$ cat src/rtl/return_stack_if.sv
// Bundles return_stack request and status signals; master drives requests, slave is the stack.
// Combinational pass-through only: no latency and no flow control of its own.
interface return_stack_if #(
  parameter int WIDTH = 12,
  parameter int DEPTH = 8
);
  localparam int PW = $clog2(DEPTH);

  logic             push;
  logic             pop;
  logic [WIDTH-1:0] data_in;
  logic             clear_err;
  logic [WIDTH-1:0] top;
  logic [PW:0]      count;
  logic             empty;
  logic             full;
  logic             overflow;
  logic             underflow;

  modport master (
    output push, pop, data_in, clear_err,
    input  top, count, empty, full, overflow, underflow
  );

  modport slave (
    input  push, pop, data_in, clear_err,
    output top, count, empty, full, overflow, underflow
  );
endinterface

$ cat src/rtl/return_stack.sv
// Return-address LIFO with push/pop/replace-top, occupancy and sticky error flags; 1-cycle update, no stall.
// RSTACK_WRAP_EN: a push onto a full stack overwrites the oldest entry instead of being dropped.
module return_stack #(
  parameter int WIDTH = 12,
  parameter int DEPTH = 8,
  localparam int PW   = $clog2(DEPTH)
) (
  input logic             clk,
  input logic             rst,
  return_stack_if.slave   rs
);
  localparam logic [PW:0] FULL_CNT = (PW+1)'(DEPTH);

  logic [WIDTH-1:0] mem [DEPTH];
  logic [PW-1:0]    sp;
  logic [PW:0]      cnt;
  logic             ovf;
  logic             udf;

  logic [PW-1:0]    sp_m1;
  logic             is_empty;
  logic             is_full;
  logic             do_push;
  logic             do_pop;
  logic             do_repl;
  logic             wr_en;
  logic [PW-1:0]    wr_addr;

  assign sp_m1    = sp - PW'(1);
  assign is_empty = (cnt == '0);
  assign is_full  = (cnt == FULL_CNT);

  // Push+pop on an empty stack degenerates to a plain push.
  assign do_push = rs.push & (~rs.pop | is_empty);
  assign do_pop  = rs.pop & ~rs.push;
  assign do_repl = rs.push & rs.pop & ~is_empty;

  always_comb begin
    wr_en   = 1'b0;
    wr_addr = sp;
    if (!rst) begin
      if (do_repl) begin
        wr_en   = 1'b1;
        wr_addr = sp_m1;
      end else if (do_push) begin
`ifdef RSTACK_WRAP_EN
        wr_en   = 1'b1;
`else
        wr_en   = ~is_full;
`endif
        wr_addr = sp;
      end
    end
  end

  always_ff @(posedge clk) begin
    if (wr_en) begin
      mem[wr_addr] <= rs.data_in;
    end
  end

  always_ff @(posedge clk) begin
    if (rst) begin
      sp  <= '0;
      cnt <= '0;
      ovf <= 1'b0;
      udf <= 1'b0;
    end else begin
      if (rs.clear_err) begin
        ovf <= 1'b0;
        udf <= 1'b0;
      end
      // Error sets below follow the clear so a same-cycle error wins.
      if (do_push) begin
        if (!is_full) begin
          sp  <= sp + PW'(1);
          cnt <= cnt + (PW+1)'(1);
        end else begin
          ovf <= 1'b1;
`ifdef RSTACK_WRAP_EN
          sp  <= sp + PW'(1);
`endif
        end
      end else if (do_pop) begin
        if (!is_empty) begin
          sp  <= sp_m1;
          cnt <= cnt - (PW+1)'(1);
        end else begin
          udf <= 1'b1;
        end
      end
    end
  end

  // Stale memory stays hidden whenever the stack is empty.
  assign rs.top       = is_empty ? '0 : mem[sp_m1];
  assign rs.count     = cnt;
  assign rs.empty     = is_empty;
  assign rs.full      = is_full;
  assign rs.overflow  = ovf;
  assign rs.underflow = udf;
endmodule

$ cat src/flat_wrapper.sv
// flat-port wrapper written by rule: the top's interface ports become plain ports
module return_stack_flat 
#(
  parameter int WIDTH = 12,
  parameter int DEPTH = 8,
  localparam int PW   = $clog2(DEPTH)
)
  (clk, rst, rs_push, rs_pop, rs_data_in, rs_clear_err, rs_top, rs_count, rs_empty, rs_full, rs_overflow, rs_underflow);
  return_stack_if #(.WIDTH(WIDTH), .DEPTH(DEPTH)) rs_i ();
  input logic clk;
  input logic rst;
  input wire logic [$bits(rs_i.push)-1:0] rs_push;
  input wire logic [$bits(rs_i.pop)-1:0] rs_pop;
  input wire logic [$bits(rs_i.data_in)-1:0] rs_data_in;
  input wire logic [$bits(rs_i.clear_err)-1:0] rs_clear_err;
  output wire logic [$bits(rs_i.top)-1:0] rs_top;
  output wire logic [$bits(rs_i.count)-1:0] rs_count;
  output wire logic [$bits(rs_i.empty)-1:0] rs_empty;
  output wire logic [$bits(rs_i.full)-1:0] rs_full;
  output wire logic [$bits(rs_i.overflow)-1:0] rs_overflow;
  output wire logic [$bits(rs_i.underflow)-1:0] rs_underflow;
  assign rs_i.push = rs_push;
  assign rs_i.pop = rs_pop;
  assign rs_i.data_in = rs_data_in;
  assign rs_i.clear_err = rs_clear_err;
  assign rs_top = rs_i.top;
  assign rs_count = rs_i.count;
  assign rs_empty = rs_i.empty;
  assign rs_full = rs_i.full;
  assign rs_overflow = rs_i.overflow;
  assign rs_underflow = rs_i.underflow;
  return_stack #(.WIDTH(WIDTH), .DEPTH(DEPTH)) u_core (.clk(clk), .rst(rst), .rs(rs_i));
endmodule
$ cat config.mk
export PLATFORM = sky130hd
export DESIGN_NAME = return_stack_flat
export DESIGN_NICKNAME = d
export VERILOG_FILES = /design/src/rtl/return_stack_if.sv /design/src/rtl/return_stack.sv /design/src/flat_wrapper.sv
export SDC_FILE = /design/constraint.sdc
export NUM_CORES = 1
export LEC_CHECK = 0
export BUFFER_PORTS_ARGS = -buffer_cell sky130_fd_sc_hd__buf_2
export CAP_MARGIN = 20
export CORE_UTILIZATION = 45
export DETAILED_ROUTE_END_ITERATION = 10
export GPL_TIMING_DRIVEN = 0
export PLACE_DENSITY = 0.65
export SLEW_MARGIN = 20
export SYNTH_ARGS = -nofsm -noshare
export SYNTH_HDL_FRONTEND = slang
export SYNTH_SLANG_ARGS = --single-unit
$ cat constraint.sdc
create_clock -name clk -period 4.94 [get_ports clk]
set_input_delay 0 -clock clk [delete_from_list [all_inputs] [get_ports clk]]
set_output_delay 0 -clock clk [all_outputs]
set_load 0.005 [all_outputs]
==> impl_metrics.csv <==
group,metric,value,unit
run_status,status,"completed",
critical_path,critPathCapture,"rs_top[3]",
timing,worst_pin_slew,0.891,ns
logic_synthesis,yosysSeqAreaShare,69.1,%
detailed_routing,drt_first_iter_violations,150,
global_routing,top_usage_layer,"met2",
logic_synthesis,avgSynthCellArea,16.5,um2
die,die-area,10300,um2
power_and_ir_drop,power_frac_clock,15.7,%
final_layout,num-nets-final,351,
timing,period_minus_slack,3.79,ns
clock_tree,cts_inserted_buffers,9,
logic_synthesis,synthesis.area,4430,um2
critical_path,critical_path_class,"reg -> out",
clock_tree,cts.sinks,105,
final_layout,diodes,0,
timing,final.period_utilization,76.7,%
timing,grt_setup_unrepaired,"false",
logic_synthesis,syn-instance-count,268,
die,num_io_pins,37,
power_and_ir_drop,seqPwrFrac,35.6,%
power_and_ir_drop,cellLeakagePower,1.76,nW
logic_synthesis,synth_common_cells,"edfxtp_1, nand2_1, mux4_2",
logic_synthesis,yosysWarnings,0,
global_routing,track_usage,19.3,%
clock_tree,cts_tree,"done",
timing,hold_viol_final,0,
logic_synthesis,yosys.area.top_type,"edfxtp_1",
timing,fin_tns_setup,0,ns
logic_synthesis,synth.area.top_cells,"edfxtp_1, mux4_2, dfxtp_1, nand2_1, a21oi_1",
critical_path,path_max_fanout,10,
power_and_ir_drop,switching_power,1.25,mW
clock_tree,clk_pin_slew,0.11,ns
power_and_ir_drop,power,3.19,mW
critical_path,cp.arrival,3.79,ns
die,initial_utilization,47.3,%
final_layout,synthToLayoutAreaGrowth,16.4,%
critical_path,cp-end-kind,"output pin",
timing,setup_viol,0,
detailed_routing,vias,2527,
critical_path,regToRegStartpoint,"u_core.sp[0]",
global_routing,grtUsageMet3,2.97,%
die,die_h,101,um
logic_synthesis,synth_edf_count,96,
die,rows,35,
global_routing,antenna_found_initial,0,
die,fp.dieW,101,um
critical_path,cp.required,4.94,ns
critical_path,cp-startpoint,"u_core.sp[0]",
global_routing,use_met1,25.4,%
logic_synthesis,synth_flop_cell,"edfxtp_1",
power_and_ir_drop,peakVddDrop,0.000259,V
power_and_ir_drop,swShare,39.1,%
detailed_routing,first_pass_iters,4,
clock_tree,clk-insertion-delay-late,0.37,ns
placed_design,dp_hpwl,5700,um
global_routing,grt_pass1_vias,2533,
clock_tree,h-tree-depth,3,
placed_design,place_congestion,0.809,
critical_path,worst_r2r_path_depth,9,
logic_synthesis,synth_top_cell_area_share,65.0,%
detailed_routing,wire_per_inst,19.5,um
detailed_routing,antenna_left,0,
logic_synthesis,yosysMostFrequentCell,"edfxtp_1",
global_routing,grt_first_pass_wirelength,13900,um
final_layout,drive_above_1_share,29.9,%
clock_tree,clockBufferDepth,2,
clock_tree,cts-root-buf,"clkbuf_8",
critical_path,crit_path_start_kind,"register",
worst_hold_path,hold_path_class,"in -> reg",
timing,finClkSkew,0.0161,ns
global_routing,grt_util_met2,32.7,%
critical_path,reg2reg_to,"u_core.mem[4][2]",
logic_synthesis,synth.distinct_cells,44,
logic_synthesis,async_flop_share,0,%
critical_path,reg2reg_slack,1.20,ns
logic_synthesis,ys_ff_latch,105,
detailed_routing,post_drt_via_cell_ratio,5.45,
detailed_routing,wirelength,9060,um
placed_design,io_buffers,35,
detailed_routing,drc,0,
timing,slew_headroom,40.5,%
power_and_ir_drop,p_int,1.94,mW
flow_run,cap_violations,0,
die,core,9370,um2
timing,slew_viol_final,0,
logic_synthesis,synth_nets,289,
global_routing,grt_max_degree,20,
timing,fmax,264,MHz
global_routing,overflow,0,
power_and_ir_drop,power_density,617,nW/um2
final_layout,fillerInstances,795,
power_and_ir_drop,power_frac_comb,48.7,%
==> power by group through the flow <==
stage / sequential (mW) / combinational [mW] / clock, mW
detailed placement: 1.15 / 1.56 / 0
global route: 1.14 / 1.72 / 0.542
CTS: 1.13 / 1.58 / 0.509
finish: 1.13 / 1.55 / 0.500
global placement: 1.15 / 1.52 / 0
floorplan: 1.14 / 1.05 / 0
==> kinds of logic (layout without fill, tap and decap cells) <==
kind of cell,Yosys count,in the layout,share of synthesized area (%)
buf+inv,19,86,2.06
mux,29,29,13.5
compound gates,37,37,6.24
xor+xnor,6,6,1.19
fa+ha+maj,4,4,1.13
flops,105,105,69.1
simple gates,68,68,6.83
==> cell usage in the layout (no fill, tap or decap), drive strengths merged, types with 6 or more instances in the layout <==
cell type / instances
nor2: 19
dlygate4sd3: 14
buf: 42
mux4: 24
inv: 6
nand2: 33
a21oi: 21
clkbuf: 19
dfxtp: 9
edfxtp: 96
==> worst max-delay path: stages, from the launching register on <==
cell	delay [ns]
dfxtp_1	0.35
buf_2	0.32
buf_2	0.41
inv_1	0.18
ha_1	0.31
clkbuf_1	0.44
clkbuf_1	0.65
mux4_2	0.35
nand2_1	0.05
a21oi_1	0.21
buf_2	0.15
==> timing repair <==
item | CTS | global route
hold buffers | 14 | 0
resized for setup | 0 | 0
endpoints found under the hold margin | 98 | 0
buffers inserted | 0 | 0
==> state kept, by name (all words and copies together), names as in the netlist <==
name                 count
u_core.rs.overflow       1
u_core.mem              96
u_core.rs.underflow      1
u_core.rs.count          4
u_core.sp                3
==> layer usage <==
layer | part of all wire (%) | wire, um
met1 | 44 | 4010
met5 | 0 | 0
met4 | 1.6 | 144
met2 | 51 | 4590
met3 | 3.6 | 323
==> stage by stage <==
step / util (%) / setup slack (ns) / hold WS, ns / area [um2] / instances
2_1_floorplan: - / 1.77 / 0.0989 / 4430 / 268
3_3_place_gp: 50.9 / 0.413 / 0.269 / 4770 / 432
3_5_place_dp: 51.6 / 1.19 / 0.272 / 4830 / 434
4_1_cts: 55.1 / 1.02 / 0.0883 / 5160 / 464
5_1_grt: 55.1 / 0.879 / 0.123 / 5160 / 464
6_report: 55.1 / 1.15 / 0.0987 / 5160 / 464
==> final cells by class <==
type | instances | area, um2 | area share, %
tap | 129 | 161 | 3.13
multi-input combinational | 144 | 1320 | 25.6
clock inverter | 7 | 65.1 | 1.26
inverter | 4 | 15.0 | 0.291
sequential | 105 | 3060 | 59.3
timing repair buffer | 51 | 338 | 6.55
buffer | 15 | 76.3 | 1.48
clock buffer | 9 | 124 | 2.40
==> how the worst min path moves through the flow <==
| stage | startpoint | to | slack [ns] | depth (start not counted) |
|---|---|---|---|---|
| 3_5_place_dp | rs_data_in[6] | u_core.mem[2][6] | 0.27 | 1 |
| 3_3_place_gp | rs_data_in[2] | u_core.mem[0][2] | 0.27 | 1 |
| 4_1_cts | rs_push | u_core.sp[2] | 0.09 | 4 |
| 2_1_floorplan | rs_data_in[0] | u_core.mem[0][0] | 0.1 | 0 |
| 5_1_grt | rs_push | u_core.sp[2] | 0.12 | 4 |
| 6_report | rs_push | u_core.sp[2] | 0.1 | 4 |
No activity file was read; power rests on OpenSTA's default activity.
